==> src/rtl/if_fetch_stage.sv <==
// IF stage: PC register, single-outstanding imem fetch, IF/ID register; 1 instr/cycle at 1-cycle imem latency.
// Stall freezes PC/IF-ID and parks a returning response in a hold buffer; IF_FETCH_PERF_EN adds fetch/flush counters.
module if_fetch_stage #(
  parameter logic [31:0] RESET_PC  = 32'h0000_0000,
  parameter logic [31:0] NOP_INSTR = 32'h0000_0013
) (
  input  logic        clk,
  input  logic        rst_n,
  input  logic        stall_i,
  input  logic        pc_src_i,
  input  logic [31:0] pc_target_i,
  output logic        imem_req_o,
  output logic [31:0] imem_addr_o,
  input  logic        imem_rvalid_i,
  input  logic [31:0] imem_rdata_i,
  output logic        ifid_valid_o,
  output logic [31:0] ifid_pc_o,
  output logic [31:0] ifid_pc_plus4_o,
`ifdef IF_FETCH_PERF_EN
  output logic [31:0] perf_fetch_cnt_o,
  output logic [31:0] perf_flush_cnt_o,
`endif
  output logic [31:0] ifid_instr_o
);

  typedef enum logic [1:0] {S_ISSUE, S_WAIT, S_HOLD, S_DRAIN} state_t;

  state_t      state_q, state_d;
  logic [31:0] pc_q;
  logic [31:0] pc_plus4;
  logic [31:0] hold_q;
  logic        ifid_valid_q;
  logic [31:0] ifid_pc_q;
  logic [31:0] ifid_pc4_q;
  logic [31:0] ifid_instr_q;

  logic        req;
  logic        load;
  logic        capture;
  logic [31:0] load_instr;
  logic        unused_tgt_bits;

  assign pc_plus4        = pc_q + 32'd4;
  assign unused_tgt_bits = ^pc_target_i[1:0];

  // State register
  always_ff @(posedge clk or negedge rst_n) begin
    if (!rst_n) state_q <= S_ISSUE;
    else        state_q <= state_d;
  end

  // Next-state logic; a redirect overrides stall and any response
  always_comb begin
    state_d = state_q;
    if (pc_src_i) begin
      if (state_q == S_WAIT || state_q == S_DRAIN)
        state_d = imem_rvalid_i ? S_ISSUE : S_DRAIN;
      else
        state_d = S_ISSUE;
    end else begin
      case (state_q)
        S_ISSUE: if (!stall_i) state_d = S_WAIT;
        S_WAIT:  if (imem_rvalid_i && stall_i) state_d = S_HOLD;
        S_HOLD:  if (!stall_i) state_d = S_WAIT;
        S_DRAIN: if (imem_rvalid_i) state_d = S_ISSUE;
        default: state_d = S_ISSUE;
      endcase
    end
  end

  // Output/control logic; the follow-on request goes out in the load cycle at pc_q+4
  always_comb begin
    req        = 1'b0;
    load       = 1'b0;
    capture    = 1'b0;
    load_instr = imem_rdata_i;
    imem_addr_o = pc_q;
    case (state_q)
      S_ISSUE: req = !stall_i && !pc_src_i;
      S_WAIT: begin
        imem_addr_o = pc_plus4;
        if (imem_rvalid_i && !pc_src_i) begin
          if (stall_i) begin
            capture = 1'b1;
          end else begin
            load = 1'b1;
            req  = 1'b1;
          end
        end
      end
      S_HOLD: begin
        imem_addr_o = pc_plus4;
        load_instr  = hold_q;
        if (!stall_i && !pc_src_i) begin
          load = 1'b1;
          req  = 1'b1;
        end
      end
      default: ;
    endcase
  end

  assign imem_req_o = req && rst_n;

  always_ff @(posedge clk or negedge rst_n) begin
    if (!rst_n) begin
      pc_q         <= RESET_PC;
      hold_q       <= '0;
      ifid_valid_q <= 1'b0;
      ifid_pc_q    <= '0;
      ifid_pc4_q   <= '0;
      ifid_instr_q <= NOP_INSTR;
    end else if (pc_src_i) begin
      pc_q         <= {pc_target_i[31:2], 2'b00};
      hold_q       <= '0;
      ifid_valid_q <= 1'b0;
      ifid_instr_q <= NOP_INSTR;
    end else begin
      if (capture) hold_q <= imem_rdata_i;
      if (load) begin
        pc_q         <= pc_plus4;
        ifid_valid_q <= 1'b1;
        ifid_pc_q    <= pc_q;
        ifid_pc4_q   <= pc_plus4;
        ifid_instr_q <= load_instr;
      end
    end
  end

  assign ifid_valid_o    = ifid_valid_q;
  assign ifid_pc_o       = ifid_pc_q;
  assign ifid_pc_plus4_o = ifid_pc4_q;
  assign ifid_instr_o    = ifid_valid_q ? ifid_instr_q : NOP_INSTR;

`ifdef IF_FETCH_PERF_EN
  logic [31:0] fetch_cnt_q;
  logic [31:0] flush_cnt_q;

  always_ff @(posedge clk or negedge rst_n) begin
    if (!rst_n) begin
      fetch_cnt_q <= '0;
      flush_cnt_q <= '0;
    end else begin
      if (load)     fetch_cnt_q <= fetch_cnt_q + 32'd1;
      if (pc_src_i) flush_cnt_q <= flush_cnt_q + 32'd1;
    end
  end

  assign perf_fetch_cnt_o = fetch_cnt_q;
  assign perf_flush_cnt_o = flush_cnt_q;
`endif

endmodule

==> config.mk <==
export PLATFORM = sky130hd
export DESIGN_NAME = if_fetch_stage
export DESIGN_NICKNAME = d
export VERILOG_FILES = /design/src/rtl/if_fetch_stage.sv
export SDC_FILE = /design/constraint.sdc
export NUM_CORES = 1
export LEC_CHECK = 0
export ABC_AREA = 1
export CORE_UTILIZATION = 25
export CTS_BUF_LIST = sky130_fd_sc_hd__clkbuf_16
export DETAILED_ROUTE_END_ITERATION = 12
export GPL_TIMING_DRIVEN = 0
export SLEW_MARGIN = 0
export SYNTH_ARGS = -nofsm -noshare
export SYNTH_HDL_FRONTEND = slang
export SYNTH_SLANG_ARGS = --single-unit
==> constraint.sdc <==
create_clock -name clk -period 3.4 [get_ports clk]
set_input_delay 0.51 -clock clk [delete_from_list [all_inputs] [get_ports clk]]
set_output_delay 0.51 -clock clk [all_outputs]
set_load 0.05 [all_outputs]
# Yosys cells after proc, flatten, opt, wreduce, memory -nomap -nowiden
# Cells that the tools add are included.
dict set report word_totals {
  register_bits 163
  output_inout_bits 130
}
dict set report op_classes {
  n_reduce_logical 14
  n_eq_ne 6
  muxes 26
  addsub 1
  bitwise_logic 1
}
# op n
set ops {}
lappend ops {{32-bit two-way mux} 9}
lappend ops {{32-bit by 3-bit adder with 32-bit output, second input constant} 1}
lappend ops {{2-bit two-way mux} 6}
lappend ops {{1-bit two-way mux} 8}
lappend ops {{3-bit by 2-bit inequality test with 1-bit output, second input constant} 2}
lappend ops {{2-bit case mux with 3 select lines} 1}
lappend ops {{2-bit equality test, second input constant} 2}
lappend ops {{1-bit logical AND} 4}
lappend ops {{2-bit nonzero test} 2}
lappend ops {{2-bit OR reduction} 2}
lappend ops {{3-bit inequality test, second input constant} 1}
lappend ops {{1-bit case mux with 3 select lines} 1}
lappend ops {{3-bit AND reduction} 1}
lappend ops {{2-bit by 1-bit equality test with 1-bit output, second input constant} 1}
lappend ops {{1-bit logical NOT} 2}
lappend ops {{2-bit logical NOT} 1}
lappend ops {{1-bit case mux with 2 select lines} 1}
lappend ops {{2-bit AND reduction} 1}
lappend ops {{1-bit logical OR} 1}
lappend ops {{1-bit inverter} 1}

# Longest topological paths before layout
# Gate-level depths: netlist of run 1.
dict set report logic_depth {
  depth_word 6
  depth_mapped 11
  depth_no_buf 10
}

# Least setup slack after synthesis of run 1
# OpenSTA, ideal clock, no wires.
dict set report synth_timing {
  path_kind {reg-to-output}
  startpoint {register state_q[0]}
  endpoint {output imem_addr_o[3]}
  slack_ps 801
  n_path_buf 1
  arrival_time_ps 2089
  path_stages_with_launch 5
  t_required_ps 2890
  path_cell_list {dfrtp_1 > inv_1 > ha_1 > clkbuf_1 > o21ai_0}
}
dict set report synth_between {
  elab_chain_len 3
}
# item line_no
set synth_rtl {}
lappend synth_rtl {{start: declaration} 28} ;# state_t state_q, state_d;
lappend synth_rtl {{start signal: assignment} 49} ;# else state_q <= state_d;
lappend synth_rtl {{2-bit by 1-bit equality test with 1-bit output / 2-bit equality test (equally long branches)} 78} ;# case (state_q)
lappend synth_rtl {{2-bit OR reduction (no line) (*)} -}
lappend synth_rtl {{32-bit two-way mux (*)} 78}
lappend synth_rtl {{end: declaration} 13} ;# output logic [31:0] imem_addr_o,
# Every way passes the cells marked *; elsewhere a longest branch is shown, timed or not.

# Worst setup path after layout of run 1
dict set report layout_timing {
  startpoint {register pc_q[2]}
  endpoint {output imem_addr_o[8]}
}
dict set report layout_between {
  elab_chain_len 2
}
# item line_no
set layout_rtl {}
lappend layout_rtl {{start: declaration} 29} ;# logic [31:0] pc_q;
lappend layout_rtl {{start signal: assignment} 114} ;# pc_q <= {pc_target_i[31:2], 2'b00};
lappend layout_rtl {{start signal: assignment} 121} ;# pc_q <= pc_plus4;
lappend layout_rtl {{32-bit by 3-bit adder with 32-bit output} 43} ;# assign pc_plus4 = pc_q + 32'd4;
lappend layout_rtl {{32-bit two-way mux} 78}
# Every way passes these cells.

==> impl_metrics.csv, run 1 <==
group,metric,value,unit
route,routed_via_density,4.416,
floorplan,fp.dieH,181.2,um
yosys,ys_ff_latch,157,
clock_tree,cts_root_buf,"clkbuf_16",
clock_tree,post_cts.repair.setup_buffers,0,
setup_path,endpoint,"imem_addr_o[8]",
cells_and_area,layout_commonest_cell,"nand2_1",
clock_tree,cts-hold-fix-buffers,0,
power_and_ir_drop,power.leakage,0.005461,uW
power_and_ir_drop,peakVddDrop,0.4791,mV
grt,grt_pass1_wl,40.64,mm
route,wirelength,25.92,mm
setup_path,reg2reg_to,"pc_q[28]",
placed_design,place.gp.congestion,0.8519,
setup_path,critical_path.cell_chain,"ha_1 -> nand2_2 -> nor2_4 -> nand2_1 -> xor2_1 -> nand2_1 -> o21ai_0 -> clkdlybuf4s50_1",
clock_tree,clk_latency,0.42,ns
timing,max_slew_margin,57.43,%
cells_and_area,multi_input_area,3352,sq um
yosys,synth_top_family_by_area,"simple AND/OR/NAND/NOR gates",
route,postRouteAntennaNets,0,
timing,fmax,310.0,MHz
setup_path,rrSetupSlack,1.37,ns
setup_path,startpoint,"pc_q[2]",
route,wl_per_cell,15.32,um
setup_path,critPathKind,"register to output port",
route,wl_met3,1.579,mm
yosys,synthSimpleGateAreaFrac,27.49,%
setup_path,slowest_delay,0.84,ns
placed_design,pre_cts_slack,-0.001340,ns
setup_path,crit_family,"buffers and inverters",
timing,min_period_over_period,94.88,%
cells_and_area,diodes,0,
grt,grt_max_degree,83,
setup_path,worstSetupStartpointType,"register",
timing,tightest_slew,0.6385,ns
setup_path,path_depth,8,
timing,clock_skew,0.01154,ns
placed_design,portBuffers,189,
setup_path,slowest_stage,"clkdlybuf4s50_1",
yosys,ys_seq_area_share,48.98,%
yosys,post_synth_fa_ha_maj_area_fraction,0.7792,%
yosys,synth_compound_area_share,10.71,%
floorplan,rows,65,
yosys,muxShareOfSynthArea,0.3740,%
grt,grt_pass1_vias,7333,
yosys,synth_xor_xnor_area_share,2.119,%
outcome,status,"finished, final reports clean",
clock_tree,clock_sinks,157,
setup_path,required,2.89,ns
power_and_ir_drop,pwr_density_cell,899.7,nW/um^2
route,highest_layer,"met4",
setup_path,reg2reg_depth,10,
timing,hold_viol,0,
timing,finalSetupViolCount,0,
timing,worst_slack,0.1742,ns
grt,antenna_found_initial,0,
cells_and_area,post-route-util,35.02,%
setup_path,cp_common_cell,"nand2_1",
grt,grt_util_all_layers,15.95,%
clock_tree,cts_made_buffers,17,
setup_path,path_buf_inv,1,
grt,overflow,0,
setup_path,end_kind,"output port",
cells_and_area,fin_nets,1351,
hold_path,hold_class,"input pin to asynchronous set/reset pin",
setup_path,crit_fanout,6,
cells_and_area,syn_to_final_growth,37.62,%
floorplan,die-area,32840,sq um
floorplan,die-width,181.2,um
cells_and_area,fillerInstances,3355,
timing,post-route-min-period,3.226,ns
setup_path,crit_arrival,2.72,ns
cells_and_area,layout-drive-gt1-share,8.527,%
clock_tree,htree_levels,4,
cells_and_area,layout_common_cells,"nand2_1 (402), clkdlybuf4s50_1 (167), dfrtp_1 (154), o21ai_0 (137), inv_1 (126)",
clock_tree,clock_path_buffers,2,
yosys,avgSynthCellArea,7.553,sq um
floorplan,start_util,25.44,%
setup_path,reg2reg_from,"state_q[0]",
clock_tree,cts_tree,"yes",
cells_and_area,register_area,3933,sq um
route,vias,7472,
floorplan,core,31560,sq um
route,dr.pass1.iters,5,
timing,rsz0062_at_grt,"no",
timing,drv_slew,0,
route,met1_length,11.69,mm
route,met2WireLength,12.33,mm
yosys,synth.distinct_cells,32,
run,drv_cap,0,
placed_design,place_hpwl,19.72,mm
clock_tree,clk_pin_slew_worst_paths,0.07,ns
route,drt_iter0_markers,412,
yosys,syn-cell-area,8029,sq um
route,drcViolationCount,0,
yosys,postSynthCellCount,1063,
yosys,yosysWarnings,0,
floorplan,num_io_pins,199,
## routing by layer
layer | vias to the layer above | global-route usage [%]
li1 | 3700 | -
met1 | 3524 | 20.70
met2 | 229 | 26.26
met3 | 19 | 4.011
met4 | 0 | 4.237
met5 | - | 0
## stage by stage
step | total power [uW] | instances | hold WS [ns] | setup TNS (ns) | cell area [sq um]
finish | 9941 | 1692 | 0.04494 | 0 | 11050
global route | 10470 | 1692 | 0.06854 | 0 | 11050
CTS | 10030 | 1692 | 0.06689 | 0 | 11040
detailed placement | 8172 | 1660 | 0.4650 | -0.001340 | 10480
global placement | 8131 | 1659 | 0.4659 | -759.84 | 10440
floorplan | 6179 | 1068 | 0.2144 | 0 | 8048
## cells by family after synthesis
family / after synthesis
simple gates: 528
buf+inv: 186
compound gates: 167
flops: 157
xor+xnor: 16
fa+ha+maj: 5
mux: 3
other cells: 1
## sequential cells by signal, summed over array words and instances, names as in the netlist
| signal | count |
|---|---|
| hold_q | 32 |
| ifid_valid_o | 1 |
| ifid_instr_q | 32 |
| state_q | 2 |
| ifid_pc_o | 30 |
| pc_q | 30 |
| ifid_pc_plus4_o | 30 |
## layout make-up
| type | count | share of cell area, % |
|---|---|---|
| buffer | 57 | 2.582 |
| clock buffer | 17 | 3.850 |
| clock inverter | 15 | 1.461 |
| inverter | 129 | 4.382 |
| multi-input combinational | 725 | 30.34 |
| sequential | 157 | 35.59 |
| tap | 402 | 4.552 |
| timing repair buffer | 190 | 17.25 |
## how the worst min path moves through the flow
stage	start	endpoint	slack, ns	cells after the start
6_report	rst_n	hold_q[15]	0.04	1
2_1_floorplan	rst_n	hold_q[0]	0.21	0
3_3_place_gp	ifid_pc_plus4_o[29]	ifid_pc_plus4_o[29]	0.47	2
5_1_grt	rst_n	hold_q[17]	0.07	1
3_5_place_dp	ifid_pc_plus4_o[6]	ifid_pc_plus4_o[6]	0.47	2
4_1_cts	rst_n	hold_q[15]	0.07	1
## power breakdown
group	total, uW	internal [uW]	switching, uW
registers	2680	2350	335
clock network	1950	1100	854
logic	5310	1510	3790
## worst reg2reg max path: stages (launching register included)
cell,delay (ns)
dfrtp_1,0.40
inv_1,0.11
ha_1,0.14
buf_2,0.21
inv_2,0.04
nand2_1,0.07
nand3_2,0.16
inv_1,0.26
buf_2,0.33
nand2_1,0.15
nand2_1,0.09
## cell usage after synthesis (all sizes together)
| cell | n | area share [%] |
|---|---|---|
| nand3b | 1 | 0.094 |
| dfrtp | 154 | 48 |
| xor2 | 16 | 2.1 |
| buf | 36 | 2.5 |
| and2 | 3 | 0.23 |
| conb | 1 | 0.047 |
| or2 | 4 | 0.31 |
| a21oi | 12 | 0.75 |
| dfstp | 3 | 0.98 |
| mux2i | 3 | 0.37 |
| clkbuf | 21 | 1.0 |
| o22ai | 1 | 0.078 |
| o211ai | 9 | 0.84 |
| nand3 | 56 | 3.6 |
| nor2 | 53 | 3.7 |
| ha | 5 | 0.78 |
| o21ai | 145 | 9.0 |
| inv | 129 | 6.0 |
| nand2 | 411 | 20 |
## repair_timing
action / in CTS / in global routing
endpoints found under the hold margin: 0 / 0
resized for setup: 22 / 6
setup endpoints to repair: 23 / 10
(Power assumes the default switching activity.)
==> inputs of run 2 (changes only) <==
- clock period: 3.4 -> 3.56 ns (I/O delays scaled with it)
==> run 2 against run 1 <==
  * Worst setup slack got worse by 0.034 ns
  * Power fell by 3.4%
  * Wire length barely moved
  * Clock skew fell by 0.0016 ns
  * Critical path type unchanged
  * Global-route usage did not move
  * Highest routed layer unchanged
  * Non-clock buffer count did not move
==> impl_metrics.csv, run 2 (synthesized netlist as in run 1, its figures left out) <==
group,metric,value,unit
setup_path,worstSetupStartpointType,"register",
timing,fmax,292.5,MHz
cells_and_area,fin_nets,1351,
timing,clock_skew,0.009938,ns
floorplan,num_io_pins,199,
placed_design,place.gp.congestion,0.8519,
clock_tree,cts_made_buffers,17,
setup_path,required,3.03,ns
cells_and_area,fillerInstances,3352,
route,dr.pass1.iters,5,
timing,drv_slew,0,
timing,post-route-min-period,3.419,ns
power_and_ir_drop,peakVddDrop,0.4573,mV
clock_tree,cts-hold-fix-buffers,0,
timing,rsz0062_at_grt,"no",
placed_design,portBuffers,189,
grt,grt_util_all_layers,15.95,%
timing,whs,0.06443,ns
placed_design,placed_cell_area,10480,sq um
timing,finalSetupViolCount,0,
clock_tree,clk_pin_slew_worst_paths,0.07,ns
setup_path,end_kind,"output port",
timing,min_period_over_period,96.05,%
floorplan,core,31560,sq um
cells_and_area,syn_to_final_growth,38.18,%
run,drv_cap,0,
grt,top_usage_layer,"met2",
hold_path,hold_class,"input pin to asynchronous set/reset pin",
floorplan,fp.dieH,181.2,um
clock_tree,clk_latency,0.42,ns
cells_and_area,layout-drive-gt1-share,8.450,%
route,drt_iter0_markers,410,
power_and_ir_drop,power.leakage,0.005519,uW
clock_tree,cts_tree,"yes",
clock_tree,cts_resized,3,
outcome,status,"finished, final reports clean",
grt,use_met1,20.71,%
grt,grt_use_met2,26.26,%
grt,antenna_found_initial,0,
setup_path,crit_arrival,2.89,ns
floorplan,start_util,25.44,%
grt,grt_max_degree,83,
timing,max_slew_margin,57.21,%
setup_path,critPathKind,"register to output port",
floorplan,die-area,32840,sq um
power_and_ir_drop,pwr_density_cell,865.3,nW/um^2
grt,grt_pass1_vias,7334,
clock_tree,clock_sinks,157,
route,drcViolationCount,0,
floorplan,rows,65,
timing,hold_viol,0,
grt,grt_pass1_wl,40.64,mm
timing,tightest_slew,0.6418,ns
grt,gr-usage-met3,3.991,%
route,wirelength,25.90,mm
route,postRouteAntennaNets,0,
cells_and_area,diodes,0,
placed_design,placed_cells,1660,
cells_and_area,reg.largest.list,"hold_q: 32 flops, ifid_instr_q: 32 flops",
power_and_ir_drop,total_power,9600,uW
clock_tree,cts_root_buf,"clkbuf_16",
clock_tree,htree_levels,4,
clock_tree,clock_path_buffers,2,
cells_and_area,stdcell_count,1692,
route,wl_per_cell,15.31,um
floorplan,die-width,181.2,um
cells_and_area,final_cell_area,11090,sq um
grt,overflow,0,
cells_and_area,layout_commonest_cell,"nand2_1",
setup_path,crit_fanout,6,
route,routed_via_density,4.405,
route,vias,7454,
cells_and_area,layout_common_cells,"nand2_1 (402), clkdlybuf4s50_1 (177), dfrtp_1 (154), o21ai_0 (137), inv_1 (126)",
clock_tree,post_cts.repair.setup_buffers,0,
placed_design,place_hpwl,19.72,mm
-- run 2: per-stage QoR --
stage / worst slack (ns) / TNS (ns) / util [%]
final: 0.1406 / 0 / 35.16
after global routing: 0.0001854 / 0 / 35.16
after CTS: 0.06799 / 0 / 35.07
after detailed placement: 0.1347 / 0 / 33.20
after global placement: -4.784 / -738.38 / 33.09
after floorplan: 0.9373 / 0 / -
-- run 2: critical path, stage by stage, from the launching register on --
cell,delay [ns]
dfrtp_1,0.45
ha_1,0.23
nand2_2,0.08
nor2_4,0.15
nand2_1,0.18
nor2_4,0.23
nand3_1,0.09
nand2_1,0.11
nand2_1,0.06
nand2_1,0.09
clkdlybuf4s50_1,0.80
-- run 2: layout make-up --
type                            count  area, sq um  area share [%]
Timing Repair Buffer              190         1952           17.59
Buffer                             57        284.0           2.560
Clock buffer                       17        425.4           3.834
Inverter                          129        484.2           4.364
Clock inverter                     15        161.4           1.455
Tap cell                          402        503.0           4.534
Sequential cell                   157         3933           35.45
Multi-Input combinational cell    725         3352           30.21
-- run 2: routing by layer --
metal | wire length (um) | up-vias
li1 | - | 3701
met1 | 11700 | 3505
met2 | 12330 | 229
met3 | 1547 | 19
met4 | 323 | 0
met5 | 0 | -
-- run 2: worst paths after layout --
kind | cells after the start | startpoint | to | slack, ns
max | 10 | pc_q[2] | imem_addr_o[24] | 0.14
min | 1 | rst_n | hold_q[15] | 0.06
max reg2reg | 10 | state_q[0] | pc_q[28] | 1.52
min reg2reg | 2 | ifid_pc_plus4_o[29] | ifid_pc_plus4_o[29] | 0.48
max in group asynchronous | 2 | rst_n | ifid_instr_q[1] | 2.63
min in group clk | 2 | ifid_pc_plus4_o[29] | ifid_pc_plus4_o[29] | 0.48
-- run 2: power breakdown --
group / switching, uW / internal [uW]
logic: 3630 / 1550
registers: 319 / 2240
clock network: 811 / 1050
total: 4750 / 4840
